## config.mk

```make
export PLATFORM = sky130hd
export DESIGN_NAME = reg_alu_ctrl
export DESIGN_NICKNAME = d
export VERILOG_FILES = /design/src/rtl/reg_alu_ctrl_pkg.sv /design/src/rtl/reg_alu_ctrl_dec.sv /design/src/rtl/reg_alu_ctrl.sv
export SDC_FILE = /design/constraint.sdc
export NUM_CORES = 1
export LEC_CHECK = 0
export BUFFER_PORTS_ARGS = -buffer_cell sky130_fd_sc_hd__clkbuf_2
export CORE_ASPECT_RATIO = 0.5
export CORE_MARGIN = 2
export CORE_UTILIZATION = 35
export CTS_BUF_LIST = sky130_fd_sc_hd__clkbuf_8
export DETAILED_ROUTE_END_ITERATION = 10
export PLACE_DENSITY_LB_ADDON = 0.05
export SETUP_SLACK_MARGIN = 0.02
export SLEW_MARGIN = 20
export SYNTH_ARGS = -nofsm -noshare
export SYNTH_HDL_FRONTEND = slang
export SYNTH_HIERARCHICAL = 1
export SYNTH_SLANG_ARGS = --single-unit
```

## constraint.sdc

```tcl
create_clock -name clk -period 1.7 [get_ports clk]
set_input_delay 0.255 -clock clk [delete_from_list [all_inputs] [get_ports clk]]
set_output_delay 0.255 -clock clk [all_outputs]
set_load 0.02 [all_outputs]
```

## src/rtl/reg_alu_ctrl_pkg.sv

```systemverilog
// Shared encodings for the register-file/ALU sequencer: instruction kinds,
// instruction field positions, FSM states and default datapath widths.
package reg_alu_ctrl_pkg;

  localparam int DATA_W_DEF = 16;
  localparam int ADDR_W_DEF = 3;
  localparam int OP_W_DEF   = 2;
  localparam int INSTR_W    = 16;

  localparam int KIND_LO = 14;
  localparam int OP_LO   = 12;
  localparam int DST_LO  = 9;
  localparam int SRCA_LO = 6;
  localparam int SRCB_LO = 3;
  localparam int RSVD_HI = 2;

  typedef enum logic [1:0] {
    KIND_NOP = 2'b00,
    KIND_LDI = 2'b01,
    KIND_ALU = 2'b10,
    KIND_RD  = 2'b11
  } kind_e;

  typedef enum logic [1:0] {
    IDLE = 2'b00,
    EXEC = 2'b01,
    FIN  = 2'b10,
    DONE = 2'b11
  } state_e;

endpackage

```

## src/rtl/reg_alu_ctrl_dec.sv

```systemverilog
// Combinational field decode of the latched instruction word.
module reg_alu_ctrl_dec
  import reg_alu_ctrl_pkg::*;
#(
  parameter int ADDR_W = ADDR_W_DEF,
  parameter int OP_W   = OP_W_DEF
) (
  input  logic [INSTR_W-1:0] instr_i,
  output logic [1:0]         kind_o,
  output logic [OP_W-1:0]    op_o,
  output logic [ADDR_W-1:0]  dst_o,
  output logic [ADDR_W-1:0]  srca_o,
  output logic [ADDR_W-1:0]  srcb_o,
  output logic               reserved_err_o
);

  assign kind_o         = instr_i[KIND_LO +: 2];
  assign op_o           = instr_i[OP_LO +: OP_W];
  assign dst_o          = instr_i[DST_LO +: ADDR_W];
  assign srca_o         = instr_i[SRCA_LO +: ADDR_W];
  assign srcb_o         = instr_i[SRCB_LO +: ADDR_W];
  assign reserved_err_o = |instr_i[RSVD_HI:0];

endmodule

```

## src/rtl/reg_alu_ctrl.sv

```systemverilog
// Instruction sequencer for the register-file/ALU datapath: IDLE->EXEC->(FIN)->DONE.
// Optional macro REG_ALU_CTRL_R0_ZERO_EN makes register 0 read-only.
module reg_alu_ctrl
  import reg_alu_ctrl_pkg::*;
#(
  parameter int DATA_W = DATA_W_DEF,
  parameter int ADDR_W = ADDR_W_DEF,
  parameter int OP_W   = OP_W_DEF
) (
  input  logic               clk,
  input  logic               reset,
  input  logic               instr_valid,
  output logic               instr_ready,
  input  logic [INSTR_W-1:0] instr,
  input  logic [DATA_W-1:0]  imm,
  output logic               sel,
  output logic               wr,
  output logic [OP_W-1:0]    op,
  output logic [ADDR_W-1:0]  rd_addr_a,
  output logic [ADDR_W-1:0]  rd_addr_b,
  output logic [ADDR_W-1:0]  wr_addr,
  output logic [DATA_W-1:0]  d_in,
  input  logic [DATA_W-1:0]  rd_data,
  input  logic               cout_in,
  output logic               done,
  output logic [DATA_W-1:0]  result,
  output logic               flag,
  output logic               err
);

  state_e              state_q, state_d;
  logic [INSTR_W-1:0]  instr_q;
  logic [DATA_W-1:0]   imm_q;
  logic                sel_q, sel_d;
  logic                wr_d;
  logic [OP_W-1:0]     op_q, op_d;
  logic [ADDR_W-1:0]   rd_addr_a_q, rd_addr_a_d;
  logic [ADDR_W-1:0]   rd_addr_b_q, rd_addr_b_d;
  logic [ADDR_W-1:0]   wr_addr_q, wr_addr_d;
  logic [DATA_W-1:0]   d_in_q, d_in_d;
  logic [DATA_W-1:0]   result_q, result_d;
  logic                flag_q, flag_d;
  logic                err_q, err_d;

  logic [1:0]          dec_kind;
  logic [OP_W-1:0]     dec_op;
  logic [ADDR_W-1:0]   dec_dst, dec_srca, dec_srcb;
  logic                dec_rsvd_err;
  logic                r0_blk;

  reg_alu_ctrl_dec #(
    .ADDR_W (ADDR_W),
    .OP_W   (OP_W)
  ) u_dec (
    .instr_i        (instr_q),
    .kind_o         (dec_kind),
    .op_o           (dec_op),
    .dst_o          (dec_dst),
    .srca_o         (dec_srca),
    .srcb_o         (dec_srcb),
    .reserved_err_o (dec_rsvd_err)
  );

`ifdef REG_ALU_CTRL_R0_ZERO_EN
  assign r0_blk = ((kind_e'(dec_kind) == KIND_LDI) || (kind_e'(dec_kind) == KIND_ALU))
                  && (dec_dst == '0);
`else
  assign r0_blk = 1'b0;
`endif

  always_comb begin
    state_d     = state_q;
    sel_d       = sel_q;
    wr_d        = 1'b0;
    op_d        = op_q;
    rd_addr_a_d = rd_addr_a_q;
    rd_addr_b_d = rd_addr_b_q;
    wr_addr_d   = wr_addr_q;
    d_in_d      = d_in_q;
    result_d    = result_q;
    flag_d      = flag_q;
    err_d       = err_q;
    case (state_q)
      IDLE: if (instr_valid) state_d = EXEC;
      EXEC: begin
        state_d  = DONE;
        result_d = '0;
        err_d    = dec_rsvd_err | r0_blk;
        // A malformed word executes as NOP regardless of its kind field.
        if (!dec_rsvd_err) begin
          case (kind_e'(dec_kind))
            KIND_LDI: begin
              sel_d     = 1'b0;
              wr_d      = ~r0_blk;
              d_in_d    = imm_q;
              wr_addr_d = dec_dst;
            end
            KIND_ALU: begin
              sel_d       = 1'b1;
              wr_d        = ~r0_blk;
              op_d        = dec_op;
              rd_addr_a_d = dec_srca;
              rd_addr_b_d = dec_srcb;
              wr_addr_d   = dec_dst;
              state_d     = FIN;
            end
            KIND_RD: begin
              rd_addr_a_d = dec_srca;
              result_d    = rd_data;
            end
            default: ;
          endcase
        end
      end
      FIN: begin
        flag_d  = cout_in;
        state_d = DONE;
      end
      DONE: state_d = IDLE;
      default: state_d = IDLE;
    endcase
  end

  always_ff @(posedge clk) begin
    if (reset) begin
      state_q     <= IDLE;
      instr_q     <= '0;
      imm_q       <= '0;
      sel_q       <= 1'b0;
      op_q        <= '0;
      rd_addr_a_q <= '0;
      rd_addr_b_q <= '0;
      wr_addr_q   <= '0;
      d_in_q      <= '0;
      result_q    <= '0;
      flag_q      <= 1'b0;
      err_q       <= 1'b0;
    end else begin
      state_q     <= state_d;
      sel_q       <= sel_d;
      op_q        <= op_d;
      rd_addr_a_q <= rd_addr_a_d;
      rd_addr_b_q <= rd_addr_b_d;
      wr_addr_q   <= wr_addr_d;
      d_in_q      <= d_in_d;
      result_q    <= result_d;
      flag_q      <= flag_d;
      err_q       <= err_d;
      if (state_q == IDLE && instr_valid) begin
        instr_q <= instr;
        imm_q   <= imm;
      end
    end
  end

  // EXEC drives controls combinationally; the _q copies hold them afterwards.
  assign instr_ready = (state_q == IDLE);
  assign sel         = sel_d;
  assign wr          = wr_d & ~reset;
  assign op          = op_d;
  assign rd_addr_a   = rd_addr_a_d;
  assign rd_addr_b   = rd_addr_b_d;
  assign wr_addr     = wr_addr_d;
  assign d_in        = d_in_d;
  assign done        = (state_q == DONE);
  assign result      = result_q;
  assign flag        = flag_q;
  assign err         = err_q & done;

endmodule

```

==> metrics.md <==
| Metric | Value |
|---|---|
| HP Class | primary input to flip-flop |
| Final wirelength | roughly 7300 um |
| Crit start category | flip-flop |
| Peak supply drop | 467.2 uV |
| Clock transition at path regs | roughly 80 ps |
| Final nets | 490 |
| Fin crit period | 2204 ps |
| Initial DRC count | 43 |
| Final hold vios | 0 |
| Cell taking the most area after synthesis | dfxtp_1 |
| Critical path type | flip-flop to output pin |
| Worst path buffer plus inverter count | 2 |
| Worst-Skew Late Latency | 350 ps |
| Power Density | 1196 mW/mm2 |
| Routed vias | 2508 |
| Initial Utilization | a little under two fifths |
| Maximum clock frequency | 0.4538 GHz |
| Rows | 24 |
| CP Data Required Time | 1440 ps |
| Vias/cell | about 4.5 |
| CTS H-Tree Depth | 3 |
| Crit. End Element | output pin |
| Avg Synthesized Cell Area | roughly 10 um2 |
| Cell Count Post-Placement | roughly 530 |
| Core ar. | approximately 0.0089 mm2 |
| Max Buffers Root-to-Sink | 2 |
| Violated checks | setup timing |
| Top FF cell, synth | dfxtp_1 |
| Filler Cells Inserted | 850 |
| Kind of cell adding the most delay to the critical path | simple AND/OR/NAND/NOR gates |
| Horiz. Die Dim | 140.5 um |
| Placed cell area | roughly 0.004 mm2 |
| Slew Limit Headroom | 78.59% |
| Status | complete, but fails checks |
| Final Cycle Share | 129.6% |
| WHS | 114.3 ps |
| Synth Cell Area | 0.003262 mm2 |
| CP max stage cell | or3_4 |
| Initial antenna violation count | 0 |
| Final max-slew violation count | 0 |
| Detailed placement HPWL | approximately 5100 um |
| I/O Pins | 101 |
| Sequential share of the synthesized area | 49.10% |
| Non-Filler Instances | 552 |
| Drt drc | 0 |
| Antenna cells | 0 |
| Port buffer count | 100 |
| GRT Util Overall | 15.34% |
| Total grt overflow | 0 |
| First-pass GRT wire length | roughly 12000 um |
| Worst-margin pin slew | ~320 ps |
| Sequential cell area | between 0.0015 and 0.002 mm2 |
| 1st-pass router iterations | 4 |
| Place WS | -178.5 ps |
| Area added between synthesis and finish | 33.95% |
| Endpoints failing setup | 29 |
| Share of layout cells above drive strength 1 | 43.91% |
| Final Cell Area | 0.004369 mm2 |
| CP Cell Sequence | or3_4, buf_6, nand3b_1, mux2_4, buf_6 |
| Async SR Flop Fraction | 0% |
| Largest stage delay, worst path | between 400 and 500 ps |
| Yosys cell types | 29 |
| Area of the multi-input gates | 0.001538 mm2 |
| Commonest cells in the synthesized netlist | dfxtp_1, nand2_1, a21oi_1 |
| Synth Warn # | 6 |
| Yosys top cell area share | 49.10% |
| Instance count of the mapped netlist | 324 |
| Clock sink total | 80 |
| Synth Net Count | 384 |
| Final core utilization | 49.16% |
| Most common cell in the synthesized netlist | dfxtp_1 |
| Worst EP arrival | 1950 ps |
| Maximum number of pins on one net before global-route repair | 31 |
| Drt wl/cell | 13.23 um |
| Die height | approximately 72 um |
| Most used cell, CP | buf_6 |
| Vias in the first global route | 2590 |
| Gpl congestion | 0.7307 |
| Power consumption | 5.226 mW |
| Synth top area cells | dfxtp_1, nand2_1, mux2_2 |
| LEAKAGE | approximately 2 nW |
| CTS tree | built |
| Max FO, Critical Path | 4 |
| Fin Setup TNS | -12720 ps |
| Number of enable flip-flop cells after synthesis | 0 |
| Post-route ant nets | 0 |
| CTS root buffer | clkbuf_8 |
| Max_cap viols | 0 |
| Num CTS Buffers | 9 |
| Synth Register Bits | 80 |
| DIE AREA | 0.01016 mm2 |
| RSZ-0062 raised after global routing | true |
| Clock skew after layout | 8.174 ps |
| Setup ws final | -503.6 ps |
-- final timing paths --
path,from,slack (ps),cells past startpoint,endpoint
min reg2reg,instr_q[13],460,2,instr_q[13]
max reg2reg,instr_q[0],10,5,rd_addr_b_q[1]
min,instr[12],110,3,instr_q[12]
max,instr_q[0],-500,5,rd_addr_b[1]
-- repair_timing --
item / in CTS / in global routing
hold buffers: 0 / 0
pin swaps: 3 / 1
endpoints found under the setup margin: 33 / 46
setup buffers: 3 / 2
gates resized for setup: 18 / 43
-- layout by cell type (no fill, tap or decap), types with 2 or more instances in the layout --
master / count
a21oi_1: 33
a22o_1: 16
and2_1: 2
and2b_1: 7
buf_12: 3
buf_2: 2
buf_4: 25
buf_6: 8
buf_8: 4
bufinv_16: 2
clkbuf_2: 85
clkbuf_8: 10
dfxtp_1: 77
dfxtp_2: 3
ha_1: 4
ha_2: 2
ha_4: 2
inv_1: 4
mux2_2: 10
mux2_4: 18
mux2i_1: 6
nand2_1: 65
nand2b_1: 7
nand3b_1: 2
nor2_1: 6
nor2b_1: 13
nor2b_4: 5
nor3b_4: 2
-- registers in the layout (all words and copies together), names as in the netlist --
name / flops
d_in_q: 16
imm_q: 16
instr_q: 16
result: 16
rd_addr_a_q: 3
rd_addr_b_q: 3
wr_addr_q: 3
op_q: 2
state_q: 2
err_q: 1
flag: 1
sel_q: 1
-- logic make-up (layout without fill, tap and decap cells) --
family | count (synthesis) | after routing | share of synthesized area, %
adders and majority gates | 8 | 8 | 3.069
AOI/OAI and AO/OA | 51 | 51 | 9.820
buffers and inverters | 37 | 148 | 6.521
muxes | 34 | 34 | 12.66
and+or+nand+nor | 114 | 114 | 18.83
DFF | 80 | 80 | 49.10
-- where the power goes --
group	internal (mW)	total, mW	leakage [nW]	switching [mW]
Sequential	2.07	2.17	0.651	0.101
Clock	0.871	1.56	0.113	0.691
Combinational	0.706	1.49	1.26	0.787
-- worst reg2reg max path, cell delays in order, from the launching register on --
cell and delay [ps]:
dfxtp_2 320, or3_4 410, buf_6 130, nand3b_1 240, mux2_4 360, nor2b_4 120
-- area by class of cell --
| class | instances | share of cell area (%) |
|---|---|---|
| Inverter | 5 | 0.4296 |
| Sequential cell | 80 | 36.74 |
| Tap cell | 117 | 3.351 |
| Multi-Input combinational cell | 207 | 35.19 |
| Clock buffer | 10 | 3.150 |
| Clock inverter | 6 | 2.062 |
| Timing Repair Buffer | 127 | 19.07 |
-- layer usage --
metal / GRT usage, % / wire (um)
met3: 5.809 / 433
met1: 18.47 / 3374
met2: 25.38 / 3421
met4: 6.000 / 72
met5: 0 / 0
No activity file was read; power rests on OpenSTA's default activity.
